$ cat src/rtl/pingpong_pkg.sv
// pingpong_pkg: court geometry, speed limits and flag encodings shared by the
// ball-motion controller, its datapath and the renderer.
package pingpong_pkg;
    localparam int COURT_W          = 640;
    localparam int COURT_H          = 480;
    localparam int PAD_L_X          = 16;
    localparam int PAD_R_X          = 623;
    localparam int PAD_HALF         = 24;
    localparam int SPEED_INIT       = 4;
    localparam int SPEED_MAX        = 12;
    localparam int VY_STEP          = 2;
    localparam int HITS_PER_SPEEDUP = 4;
    localparam int WIN_SCORE        = 11;

    typedef enum logic [1:0] {
        EDG_NONE  = 2'b00,
        EDG_LEFT  = 2'b01,
        EDG_RIGHT = 2'b10
    } edg_t;

    typedef enum logic {DIR_LEFT = 1'b0, DIR_RIGHT = 1'b1} vx_dir_t;
    typedef enum logic {DIR_DOWN = 1'b0, DIR_UP = 1'b1} vy_dir_t;

    function automatic logic [3:0] sat_inc4(input logic [3:0] v);
        return (v == 4'd15) ? v : v + 4'd1;
    endfunction
endpackage

$ cat src/rtl/pp_score_keeper.sv
// pp_score_keeper: awards a point on the edge where the ball first leaves play,
// keeps both saturating scores and flags the end of the match.
module pp_score_keeper
    import pingpong_pkg::*;
(
    input  logic       clk,
    input  logic       rst_n,
    input  logic [1:0] edg,
    input  logic [1:0] edg_n,
    input  logic       score_clr,
    output logic [3:0] score_l,
    output logic [3:0] score_r,
    output logic       match_over
);
    logic       goal;
    logic [3:0] sl_n;
    logic [3:0] sr_n;

    // Looking at the next edg value lets the point land on the same edge as edg itself.
    assign goal = (edg == EDG_NONE) && (edg_n != EDG_NONE);

    always_comb begin
        sl_n = score_clr ? 4'd0 : (goal && edg_n == EDG_RIGHT) ? sat_inc4(score_l) : score_l;
        sr_n = score_clr ? 4'd0 : (goal && edg_n == EDG_LEFT) ? sat_inc4(score_r) : score_r;
    end

    always_ff @(posedge clk or negedge rst_n) begin
        if (!rst_n) begin
            score_l    <= 4'd0;
            score_r    <= 4'd0;
            match_over <= 1'b0;
        end else begin
            score_l    <= sl_n;
            score_r    <= sr_n;
            match_over <= (sl_n >= 4'(WIN_SCORE)) || (sr_n >= 4'(WIN_SCORE));
        end
    end
endmodule

$ cat src/rtl/ball_motion_datapath.sv
// ball_motion_datapath: ball position/velocity registers driven by the motion
// controller's strobes, returning collide/edg/Break flags and the scores.
module ball_motion_datapath
    import pingpong_pkg::*;
(
    input  logic       clk,
    input  logic       rst_n,
    input  logic       Initial_ball,
    input  logic       Value_select,
    input  logic       Compute_alter,
    input  logic       Compute_collide,
    input  logic       Halt,
    input  logic       serve_dir,
    input  logic [8:0] pad_l_y,
    input  logic [8:0] pad_r_y,
    input  logic       abort_req,
    input  logic       score_clr,
    output logic [9:0] ball_x,
    output logic [8:0] ball_y,
    output logic       collide,
    output logic [1:0] edg,
    output logic       Break,
    output logic [3:0] score_l,
    output logic [3:0] score_r,
    output logic       match_over
);
    localparam logic signed [10:0] PL   = 11'(PAD_L_X);
    localparam logic signed [10:0] PR   = 11'(PAD_R_X);
    localparam logic signed [10:0] XMAX = 11'(COURT_W - 1);
    localparam logic signed [10:0] YMAX = 11'(COURT_H - 1);
    localparam logic signed [10:0] XC   = 11'(COURT_W / 2);
    localparam logic signed [10:0] YC   = 11'(COURT_H / 2);
    localparam logic signed [10:0] VY   = 11'(VY_STEP);
    localparam logic signed [10:0] PH   = 11'(PAD_HALF);

    logic              vx_dir, vy_dir;
    logic [3:0]        speed;
    logic [7:0]        hit_cnt;
    logic signed [10:0] ox, oy, xs, xc, nx, ys, ny, pad, dy;
    logic              goal, wall, hit;
    logic [8:0]        pad9;
    logic [7:0]        hit_inc;
    logic [9:0]        x_n;
    logic [8:0]        y_n;
    logic              vx_n, vy_n, col_n;
    logic [3:0]        speed_n;
    logic [7:0]        hit_n;
    logic [1:0]        edg_n;

    always_comb begin
        ox      = Value_select ? $signed({1'b0, ball_x}) : XC;
        oy      = Value_select ? $signed({2'b0, ball_y}) : YC;
        xs      = vx_dir ? ox + $signed({7'b0, speed}) : ox - $signed({7'b0, speed});
        xc      = vx_dir ? ((xs > PR) ? PR : xs) : ((xs < PL) ? PL : xs);
        goal    = vx_dir ? (ox >= PR) : (ox <= PL);
        nx      = goal ? (vx_dir ? XMAX : 11'sd0) : xc;
        ys      = vy_dir ? oy - VY : oy + VY;
        wall    = vy_dir ? (ys <= 11'sd0) : (ys >= YMAX);
        ny      = wall ? (vy_dir ? 11'sd0 : YMAX) : ys;
        pad9    = vx_dir ? pad_r_y : pad_l_y;
        pad     = $signed({2'b0, pad9});
        dy      = ny - pad;
        hit     = (nx == (vx_dir ? PR : PL)) && ((dy < 11'sd0 ? -dy : dy) <= PH);
        hit_inc = (hit_cnt == 8'hFF) ? hit_cnt : hit_cnt + 8'd1;
        x_n     = ball_x;
        y_n     = ball_y;
        vx_n    = vx_dir;
        vy_n    = vy_dir;
        speed_n = speed;
        hit_n   = hit_cnt;
        col_n   = collide;
        edg_n   = edg;
        if (Initial_ball) begin
            x_n     = 10'(COURT_W / 2);
            y_n     = 9'(COURT_H / 2);
            vx_n    = serve_dir;
            vy_n    = DIR_DOWN;
            speed_n = 4'(SPEED_INIT);
            hit_n   = 8'd0;
            col_n   = 1'b0;
            edg_n   = EDG_NONE;
        end else if (Halt) begin
            col_n = collide;
        end else if (Compute_collide) begin
            vx_n    = ~vx_dir;
            vy_n    = (ball_y < pad9) ? DIR_UP : DIR_DOWN;
            hit_n   = hit_inc;
            speed_n = (hit_inc % 8'(HITS_PER_SPEEDUP) == 8'd0 && speed < 4'(SPEED_MAX)) ? speed + 4'd1 : speed;
            col_n   = 1'b0;
        end else if (Compute_alter) begin
            // Once the ball is out, it parks until the controller re-serves.
            if (edg == EDG_NONE) begin
                x_n   = 10'(nx);
                y_n   = 9'(ny);
                vy_n  = wall ? ~vy_dir : vy_dir;
                col_n = hit;
                edg_n = goal ? (vx_dir ? EDG_RIGHT : EDG_LEFT) : EDG_NONE;
            end else begin
                col_n = 1'b0;
            end
        end
    end

    always_ff @(posedge clk or negedge rst_n) begin
        if (!rst_n) begin
            ball_x  <= 10'(COURT_W / 2);
            ball_y  <= 9'(COURT_H / 2);
            vx_dir  <= DIR_LEFT;
            vy_dir  <= DIR_DOWN;
            speed   <= 4'(SPEED_INIT);
            hit_cnt <= 8'd0;
            collide <= 1'b0;
            edg     <= EDG_NONE;
            Break   <= 1'b0;
        end else begin
            ball_x  <= x_n;
            ball_y  <= y_n;
            vx_dir  <= vx_n;
            vy_dir  <= vy_n;
            speed   <= speed_n;
            hit_cnt <= hit_n;
            collide <= col_n;
            edg     <= edg_n;
            Break   <= !Initial_ball && (Break || abort_req);
        end
    end

    pp_score_keeper u_score (
        .clk       (clk),
        .rst_n     (rst_n),
        .edg       (edg),
        .edg_n     (edg_n),
        .score_clr (score_clr),
        .score_l   (score_l),
        .score_r   (score_r),
        .match_over(match_over)
    );
endmodule

$ cat config.mk
export PLATFORM = sky130hd
export DESIGN_NAME = ball_motion_datapath
export DESIGN_NICKNAME = d
export VERILOG_FILES = /design/src/rtl/pingpong_pkg.sv /design/src/rtl/pp_score_keeper.sv /design/src/rtl/ball_motion_datapath.sv
export SDC_FILE = /design/constraint.sdc
export NUM_CORES = 1
export LEC_CHECK = 0
export BUFFER_PORTS_ARGS = -buffer_cell sky130_fd_sc_hd__buf_4
export CAP_MARGIN = 0
export CORE_MARGIN = 2
export CORE_UTILIZATION = 25
export CTS_CLUSTER_SIZE = 16
export DETAILED_ROUTE_END_ITERATION = 7
export GPL_ROUTABILITY_DRIVEN = 0
export GPL_TIMING_DRIVEN = 0
export PLACE_DENSITY = 0.48
export REMOVE_ABC_BUFFERS = 1
export SKIP_CTS_REPAIR_TIMING = 1
export SLEW_MARGIN = 20
export SYNTH_ARGS = -nofsm -noshare
export SYNTH_HDL_FRONTEND = slang
export SYNTH_SLANG_ARGS = --single-unit
$ cat constraint.sdc
create_clock -name clk -period 7 [get_ports clk]
set_input_delay 1.4 -clock clk [delete_from_list [all_inputs] [get_ports clk]]
set_output_delay 1.4 -clock clk [all_outputs]
set_load 0.05 [all_outputs]
==> results of run 1 <==
-- worst max-delay path, delay by kind of cell --
family,cells,cell delay (ns)
adders and majority gates,3,0.83
xor gates and xnor gates,1,0.30
and+or+nand+nor,5,1.16
buffers and inverters,3,0.50
AOI/OAI and AO/OA,11,2.51
-- cell families after synthesis --
family,share of synthesized area
AOI/OAI and AO/OA,0.234
xor gates and xnor gates,0.0485
adders and majority gates,0.109
buffers and inverters,0.0368
DFF,0.257
muxes,0.0452
and+or+nand+nor,0.271
-- report_power, final --
| part | switching (mW) | internal, mW |
|---|---|---|
| Sequential | 0.0232 | 0.275 |
| Clock | 0.104 | 0.142 |
| Combinational | 0.226 | 0.153 |
| Total | 0.354 | 0.569 |
-- area by class of cell --
class,count,area (µm²)
fillers,1888,12500
multi-input cells,475,3200
flip-flops and latches,46,1160
repair buffers,61,458
well taps,229,287
clock buffers,6,139
inverters,22,82.6
clock inverters,2,12.5
-- sequential cells by signal (all words and copies together) (netlist names), 2 cells and up --
signal and count:
ball_y 9, speed 4, u_score.score_r 4, ball_x 10, u_score.score_l 4, edg 2, hit_cnt 8
-- cells in the final DEF, fill, tap and decap left out, types with 3 or more instances in the layout --
master and count:
nor2_1 68, buf_4 61, nand2_1 51, a21oi_1 41
dfrtp_1 39, ha_1 36, inv_1 22, o21ai_0 21
nor3_1 18, mux2i_1 17, xor2_1 16, nand2b_1 14
nand3_1 12, xnor2_1 9, nand3b_1 9, a211oi_1 9
nor2b_1 9, nand4_1 8, a21o_1 8, o21a_1 8
a31oi_1 7, and2_1 7, dfstp_2 7, and3_1 6
o211ai_1 6, nor3b_1 5, o211a_1 5, clkbuf_16 5
or3_1 4, nor4_1 4, o21ai_1 4, o2111ai_1 4
a22o_1 4, o21bai_1 4, o22ai_1 3, and4b_1 3
mux2_2 3, a221oi_1 3, a22oi_1 3
-- worst min path at each step --
| stage | from | depth (start not counted) | slack, ns | to |
|---|---|---|---|---|
| 3_5_place_dp | Break | 2 | 0.49 | Break |
| 3_3_place_gp | Break | 2 | 0.49 | Break |
| 2_1_floorplan | hit_cnt[4] | 2 | 0.50 | hit_cnt[4] |
| 5_1_grt | Break | 2 | 0.53 | Break |
| 4_1_cts | Break | 2 | 0.51 | Break |
| 6_report | Break | 2 | 0.50 | Break |
-- metal layers --
layer	up-vias	share of wire	track usage
li1	2180	-	-
met1	2042	0.48	0.170
met2	109	0.47	0.217
met3	15	0.043	0.0236
met4	0	0.0095	0.0226
met5	-	0	0
-- through the flow --
stage | cell area [µm²] | hold WS [ns]
2_1_floorplan | 4430 | 0.497
3_3_place_gp | 5160 | 0.486
3_5_place_dp | 5170 | 0.491
4_1_cts | 5330 | 0.506
5_1_grt | 5340 | 0.529
6_report | 5340 | 0.501
==> results.sh, run 1 <==
export IMPL_status="completed"
export IMPL_setup_tns_ns=0
export IMPL_track_usage=0.127
export IMPL_place_hpwl_um=9790
export IMPL_slowest_delay_ns=0.44
export IMPL_die_height_um=138
export IMPL_dpl_cell_count=832
export IMPL_dieArea_um2=19200
export IMPL_max_freq_ghz=0.153
export IMPL_seq_area_frac_synth=0.257
export IMPL_grt_max_degree=47
export IMPL_cp_slowest_cell="or4_4"
export IMPL_worstPathRequired_ns=7.21
export IMPL_path_class="in -> reg"
export IMPL_portBuffers=59
export IMPL_num_io_pins=60
export IMPL_ys_seq_elements=46
export IMPL_syn_area_um2=4520
export IMPL_cts_tree="built"
export IMPL_fin_nets=677
export IMPL_min_period_ns=6.53
export IMPL_yosysUniqueCellTypes=75
export IMPL_peakVddDrop_mv=0.0962
export IMPL_async_reset_ff_frac=1.00
export IMPL_wirelength_um=12500
export IMPL_drtPass1Iterations=4
export IMPL_clkSinkCount=46
export IMPL_antenna_cells=0
export IMPL_cp_startpoint="Value_select"
export IMPL_post_synth_top_area_cell="dfrtp_1"
export IMPL_wl_per_cell_um=14.9
export IMPL_synth_top_area_frac=0.216
export IMPL_maxSlewHeadroom=0.261
export IMPL_yosys_warnings=0
export IMPL_startpoint_type="primary input"
export IMPL_clkLatencyLatePin_ns=0.29
export IMPL_crit_arrival_ns=6.74
export IMPL_die_w_um=138
export IMPL_synth_avg_cell_area_um2=8.05
export IMPL_fp_row_count=49
export IMPL_timing_final_crit_share=0.932
export IMPL_synth_common_cells="68 x nor2_1, 51 x nand2_1, 41 x a21oi_1, 39 x dfrtp_1, 36 x ha_1"
export IMPL_synthTopCellsByArea="dfrtp_1 22%, ha_1 10%, nor2_1 5.7%, a21oi_1 4.5%, nand2_1 4.2%"
export IMPL_grt_pass1_wl_um=20400
export IMPL_worstReg2RegEnd="collide"
export IMPL_tightest_slew_ns=1.11
export IMPL_r2r_start="ball_y[2]"
export IMPL_slew_violations=0
export IMPL_rrSetupSlack_ns=1.39
export IMPL_setup_viol_count_final=0
export IMPL_drcViolationCount=0
export IMPL_clkTransAtPathRegs_ns=0.07
export IMPL_core_um2=17800
export IMPL_cts_inserted_buffers=5
export IMPL_critPathMaxFanout=25
export IMPL_fin_ws_ns=0.474
export IMPL_start_util=0.253
export IMPL_via_per_inst=5.17
export IMPL_cellPowerDensity_nw_per_um2=173
export IMPL_drive_gt1_frac=0.145
export IMPL_dp_worst_setup_slack_ns=0.0868
export IMPL_postRouteAntennaNets=0
export IMPL_end_kind="flop"
export IMPL_synth_edff_count=0
export IMPL_final_cells=841
export IMPL_clockRootBuffer="clkbuf_16"
export IMPL_antenna_found_initial=0
export IMPL_syn_inst=561
export IMPL_grt_pass1_vias=4148
export IMPL_grt_overflow_total=0
export IMPL_max_cap_violations=0
export IMPL_final_util=0.299
export IMPL_synth_ff_type="dfrtp_1"
export IMPL_endpoint="collide"
export IMPL_drt_initial_drc_count=336
export IMPL_yosysMostFrequentCell="nor2_1"
export IMPL_vias=4346
export IMPL_r2r_cells=22
export IMPL_finClkSkew_ns=0.00478
export IMPL_min_path_type="reg -> reg"
export IMPL_p_total_uw=923
export IMPL_clock_path_buffers=2
export IMPL_htree_levels=2
export IMPL_cp_cell_sequence="buf_4 -> inv_1 -> nor2_1 -> inv_1 -> ha_1 -> and4bb_1 -> o21a_1 -> o21ai_1 -> a21oi_1 -> or4_4 -> a21o_1 -> a21o_1 -> ha_1 -> fa_1 -> nor2b_1 -> o22ai_1 -> xor2_1 -> o2111a_1 -> nand3b_1 -> a2111oi_1 -> a21oi_1 -> o41a_1 -> a31oi_1"
export IMPL_p_leak_nw=2.38
export IMPL_finalHoldViolCount=0
export IMPL_syn_to_final_growth_pct=18.3
Power figures use the tool's default switching activity.
==> run 2: changes to the inputs <==
- ABC_AREA: default -> 1
==> results.sh, run 2 <==
export IMPL_status="completed"
export IMPL_post_synth_top_area_cell="dfrtp_1"
export IMPL_async_reset_ff_frac=1.00
export IMPL_p_total_mw=1.49
export IMPL_syn_inst=731
export IMPL_clkTransAtPathRegs_ns=0.07
export IMPL_top_register="ball_x"
export IMPL_critPathMaxFanout=18
export IMPL_timing_final_crit_share=0.794
export IMPL_fp_row_count=50
export IMPL_layout_commonest_cell="nand2_1"
export IMPL_clockRootBuffer="clkbuf_16"
export IMPL_grt_setup_unrepaired="false"
export IMPL_largest_register_ffs=10
export IMPL_portBuffers=59
export IMPL_vias=4723
export IMPL_finalHoldViolCount=0
export IMPL_max_cap_violations=0
export IMPL_cts_tree="built"
export IMPL_num_io_pins=60
export IMPL_syn_area_um2=4740
export IMPL_largestRegisters="ball_x x10, ball_y x9, hit_cnt x8"
export IMPL_grt_max_degree=47
export IMPL_syn_to_final_growth_pct=17.9
export IMPL_core_um2=18600
export IMPL_slew_violations=0
export IMPL_post_dp_cell_area_um2=5430
export IMPL_mostFrequentLayoutCells="205 x nand2_1, 127 x inv_1, 59 x buf_4"
export IMPL_dpl_cell_count=1014
export IMPL_synth_avg_cell_area_um2=6.49
export IMPL_peakVddDrop_mv=0.108
export IMPL_crit_buf_inv=4
export IMPL_wirelength_um=13400
export IMPL_max_freq_ghz=0.180
export IMPL_cts_inserted_buffers=5
export IMPL_crit_arrival_ns=5.79
export IMPL_min_path_type="reg -> reg"
export IMPL_dieArea_um2=20100
export IMPL_drt_initial_drc_count=345
export IMPL_die_height_um=142
export IMPL_p_leak_nw=3.00
export IMPL_cp_startpoint="Value_select"
export IMPL_start_util=0.254
export IMPL_cp_common_cell="nand2_1"
export IMPL_via_per_inst=4.62
export IMPL_slowest_delay_ns=0.35
export IMPL_drive_gt1_frac=0.132
export IMPL_ys_seq_elements=46
export IMPL_path_class="in -> reg"
export IMPL_drcViolationCount=0
export IMPL_crit_family="simple AND/OR/NAND/NOR gates"
export IMPL_fin_nets=853
export IMPL_clkLatencyLatePin_ns=0.29
export IMPL_setup_tns_ns=0
export IMPL_grt_pass1_vias=4502
export IMPL_drtPass1Iterations=7
export IMPL_final_cells=1022
export IMPL_wl_per_cell_um=13.1
export IMPL_seq_area_frac_synth=0.245
export IMPL_end_kind="flop"
export IMPL_antenna_found_initial=0
export IMPL_synthTopCellsByArea="dfrtp_1 21%, nand2_1 16%, inv_1 10%, ha_1 9.5%, nand3_1 6.0%"
export IMPL_yosysUniqueCellTypes=53
export IMPL_worstPathRequired_ns=7.23
export IMPL_synth_top_area_frac=0.206
export IMPL_maxSlewHeadroom=0.345
export IMPL_setup_viol_count_final=0
export IMPL_synth_edff_count=0
export IMPL_grt_overflow_total=0
export IMPL_fin_area_um2=5590
export IMPL_cp_slowest_cell="ha_1"
export IMPL_r2r_start="vx_dir"
export IMPL_clkSinkCount=46
export IMPL_finClkSkew_ns=0.00466
export IMPL_place_hpwl_um=10700
export IMPL_yosys_warnings=0
export IMPL_worstHoldStart="collide"
export IMPL_synth_common_cells="205 x nand2_1, 127 x inv_1, 57 x nand3_1, 53 x nor2_1, 45 x o21ai_0"
export IMPL_htree_levels=2
export IMPL_synth_ff_type="dfrtp_1"
export IMPL_postRouteAntennaNets=0
export IMPL_fillers=2059
export IMPL_startpoint_type="primary input"
export IMPL_cellPowerDensity_nw_per_um2=266
export IMPL_grt_pass1_wl_um=22700
export IMPL_antenna_cells=0
export IMPL_min_period_ns=5.56
export IMPL_die_w_um=142
export IMPL_clock_path_buffers=2
export IMPL_track_usage=0.137
export IMPL_yosysMostFrequentCell="nand2_1"
export IMPL_tightest_slew_ns=0.982
==> run 2: area by class of cell <==
class / instances / area [µm²] / area share
multi-input cells: 544 / 3030 / 0.542
flip-flops and latches: 46 / 1160 / 0.207
inverters: 131 / 497 / 0.0888
repair buffers: 59 / 443 / 0.0792
well taps: 234 / 293 / 0.0523
clock buffers: 5 / 125 / 0.0224
clock inverters: 3 / 43.8 / 0.00783
==> run 2: final timing paths <==
kind | end | slack, ns | cells after the start
setup / recovery | collide | 1.44 | 29
hold / removal | collide | 0.50 | 2
setup reg to reg | collide | 2.19 | 28
hold reg to reg | collide | 0.50 | 2
max in group asynchronous | ball_x[4] | 5.46 | 1
min in group asynchronous | u_score.score_r[1] | 1.13 | 1
==> run 2: stage by stage <==
stage / worst slack [ns] / utilization / hold slack [ns]
after floorplan: 2.28 / - / 0.464
after global placement: 1.16 / 0.291 / 0.476
after detailed placement: 1.13 / 0.291 / 0.470
after CTS: 1.45 / 0.300 / 0.493
after global routing: 0.875 / 0.300 / 0.525
final: 1.44 / 0.300 / 0.497
==> run 2: kinds of logic (layout without fill, tap and decap cells) <==
| kind of cell | count (synthesis) | in the layout | share of synthesized area |
|---|---|---|---|
| XOR/XNOR | 18 | 18 | 0.0332 |
| flip-flops | 46 | 46 | 0.245 |
| adder cells (fa/ha/maj) | 38 | 38 | 0.103 |
| buffers and inverters | 141 | 198 | 0.116 |
| AO/OA/AOI/OAI | 114 | 114 | 0.140 |
| AND/OR/NAND/NOR | 367 | 367 | 0.348 |
| multiplexers | 7 | 7 | 0.0148 |
==> run 2: worst reg2reg max path, delay by kind of cell (launching register included) <==
family | cells | cell delay (ns)
adders and majority gates | 2 | 0.74
DFF | 1 | 0.99
and+or+nand+nor | 19 | 1.81
buffers and inverters | 4 | 0.70
AOI/OAI and AO/OA | 3 | 0.54
==> run 2: routing by layer <==
layer | GRT usage | vias up | part of all wire
li1 | - | 2485 | -
met1 | 0.202 | 2139 | 0.52
met2 | 0.211 | 90 | 0.42
met3 | 0.0300 | 9 | 0.052
met4 | 0.0132 | 0 | 0.0045
met5 | 0 | - | 0
==> run 2: power by group <==
part,internal [mW],switching (mW)
Clock,0.169,0.112
Sequential,0.305,0.0550
Combinational,0.280,0.564
Total,0.755,0.730
==> run 3: changes to the inputs <==
- ABC_AREA: 1 -> 0
- PLACE_DENSITY: 0.48 -> 0.49
- clock period: 7 -> 4.6 ns (I/O delays scaled with it)
==> results.sh, run 3 (synthesized netlist as in run 1, its figures left out) <==
export IMPL_r2r_cells=22
export IMPL_num_io_pins=60
export IMPL_max_freq_ghz=0.188
export IMPL_finalHoldViolCount=0
export IMPL_syn_to_final_growth_pct=27.7
export IMPL_mostFrequentLayoutCells="79 x buf_4, 67 x nor2_1, 51 x nand2_1"
export IMPL_largest_register_ffs=10
export IMPL_antenna_cells=0
export IMPL_max_cap_violations=0
export IMPL_start_util=0.253
export IMPL_fp_row_count=49
export IMPL_place_hpwl_um=9920
export IMPL_drtPass1Iterations=5
export IMPL_fin_ws_ns=-0.717
export IMPL_fillers=1866
export IMPL_grt_max_degree=47
export IMPL_vias=4556
export IMPL_layout_commonest_cell="buf_4"
export IMPL_tightest_slew_ns=0.867
export IMPL_setup_tns_ns=-0.717
export IMPL_largestRegisters="ball_x x10, ball_y x9, hit_cnt x8"
export IMPL_clockRootBuffer="clkbuf_16"
export IMPL_p_total_mw=1.56
export IMPL_portBuffers=59
export IMPL_cellPowerDensity_nw_per_um2=271
export IMPL_top_register="ball_x"
export IMPL_cts_inserted_buffers=5
export IMPL_wl_per_cell_um=16.2
export IMPL_worstPathRequired_ns=4.83
export IMPL_grt_pass1_vias=4378
export IMPL_finClkSkew_ns=0.00555
export IMPL_wirelength_um=14000
export IMPL_peakVddDrop_mv=0.148
export IMPL_status="complete, but fails checks"
export IMPL_die_height_um=138
export IMPL_min_period_ns=5.32
export IMPL_grt_setup_unrepaired="true"
export IMPL_final_util=0.323
export IMPL_clock_path_buffers=2
export IMPL_drcViolationCount=0
export IMPL_antenna_found_initial=0
export IMPL_postRouteAntennaNets=0
export IMPL_clkSinkCount=46
export IMPL_crit_arrival_ns=5.54
export IMPL_drive_gt1_frac=0.231
export IMPL_critPathMaxFanout=8
export IMPL_slew_violations=0
export IMPL_path_class="in -> reg"
export IMPL_grt_overflow_total=0
export IMPL_dieArea_um2=19200
export IMPL_timing_final_crit_share=1.16
export IMPL_dp_worst_setup_slack_ns=-1.81
export IMPL_hold_depth=2
export IMPL_grt_pass1_wl_um=22100
export IMPL_die_w_um=138
export IMPL_maxSlewHeadroom=0.419
export IMPL_end_kind="flop"
export IMPL_violations="negative setup slack"
export IMPL_setup_viol_count_final=1
export IMPL_p_leak_nw=2.52
export IMPL_min_path_type="reg -> reg"
export IMPL_timing_hold_ws_ns=0.523
export IMPL_track_usage=0.137
export IMPL_via_per_inst=5.29
export IMPL_clkLatencyLatePin_ns=0.30
export IMPL_startpoint_type="primary input"
export IMPL_fin_nets=698
export IMPL_cts_tree="built"
export IMPL_core_um2=17800
export IMPL_drt_initial_drc_count=259
export IMPL_clkTransAtPathRegs_ns=0.08
export IMPL_htree_levels=2
==> run 3: changes by cell type in the layout (fill, tap and decap cells not counted), sizes merged, moves of 9 or more <==
cell    change
nand2     -161
inv       -108
nand3      -46
o21ai      -30
buf        +21
nand2b     +14
nor2       +12
a21oi      +10
mux2i      +10
a211oi      +9
nor2b       +9
==> run 3: stage by stage <==
step | std cells | instance area [µm²]
2_1_floorplan | 543 | 4430
3_3_place_gp | 831 | 5160
3_5_place_dp | 831 | 5170
4_1_cts | 839 | 5320
5_1_grt | 862 | 5770
6_report | 862 | 5770
==> run 3: critical path: stages <==
cell and delay, ns:
buf_16 0.10, clkinvlp_4 0.11, nor2_4 0.10, inv_1 0.05
ha_2 0.20, and4bb_2 0.25, o21a_1 0.18, o21ai_2 0.20
a21oi_2 0.06, or4_4 0.51, a21o_4 0.26, a21o_1 0.21
ha_4 0.18, fa_2 0.36, nor2b_4 0.21, o22ai_4 0.11
xor2_2 0.22, nand4b_1 0.23, buf_4 0.20, nor2b_2 0.14
o31ai_1 0.21, a21oi_1 0.09, o41a_1 0.31, a31oi_1 0.14
==> run 3: final cells by class <==
type	instances	area [µm²]	share of cell area
Timing Repair Buffer	82	651	0.113
Sequential cell	46	1160	0.202
Tap cell	229	287	0.0497
Clock inverter	3	26.3	0.00455
Multi-Input combinational cell	475	3430	0.594
Clock buffer	5	125	0.0217
Inverter	22	86.3	0.0150
==> run 3: worst paths after layout <==
check	end	start	slack [ns]
setup / recovery	collide	Value_select	-0.72
hold / removal	Break	Break	0.52
setup reg to reg	collide	ball_y[1]	-0.62
hold reg to reg	Break	Break	0.52
max in group asynchronous	vx_dir	rst_n	3.50
min in group asynchronous	u_score.score_r[2]	rst_n	0.63
==> run 3: report_power, final <==
group	leakage, nW	internal [mW]	switching, mW
Sequential	0.607	0.418	0.0383
Clock	0.0752	0.208	0.192
Combinational	1.84	0.304	0.402
==> run 3: routing by layer <==
metal,up-vias,track usage,share of wire
li1,2221,-,-
met1,2212,0.180,0.46
met2,105,0.240,0.49
met3,18,0.0121,0.036
met4,0,0.0387,0.018
met5,-,0,0
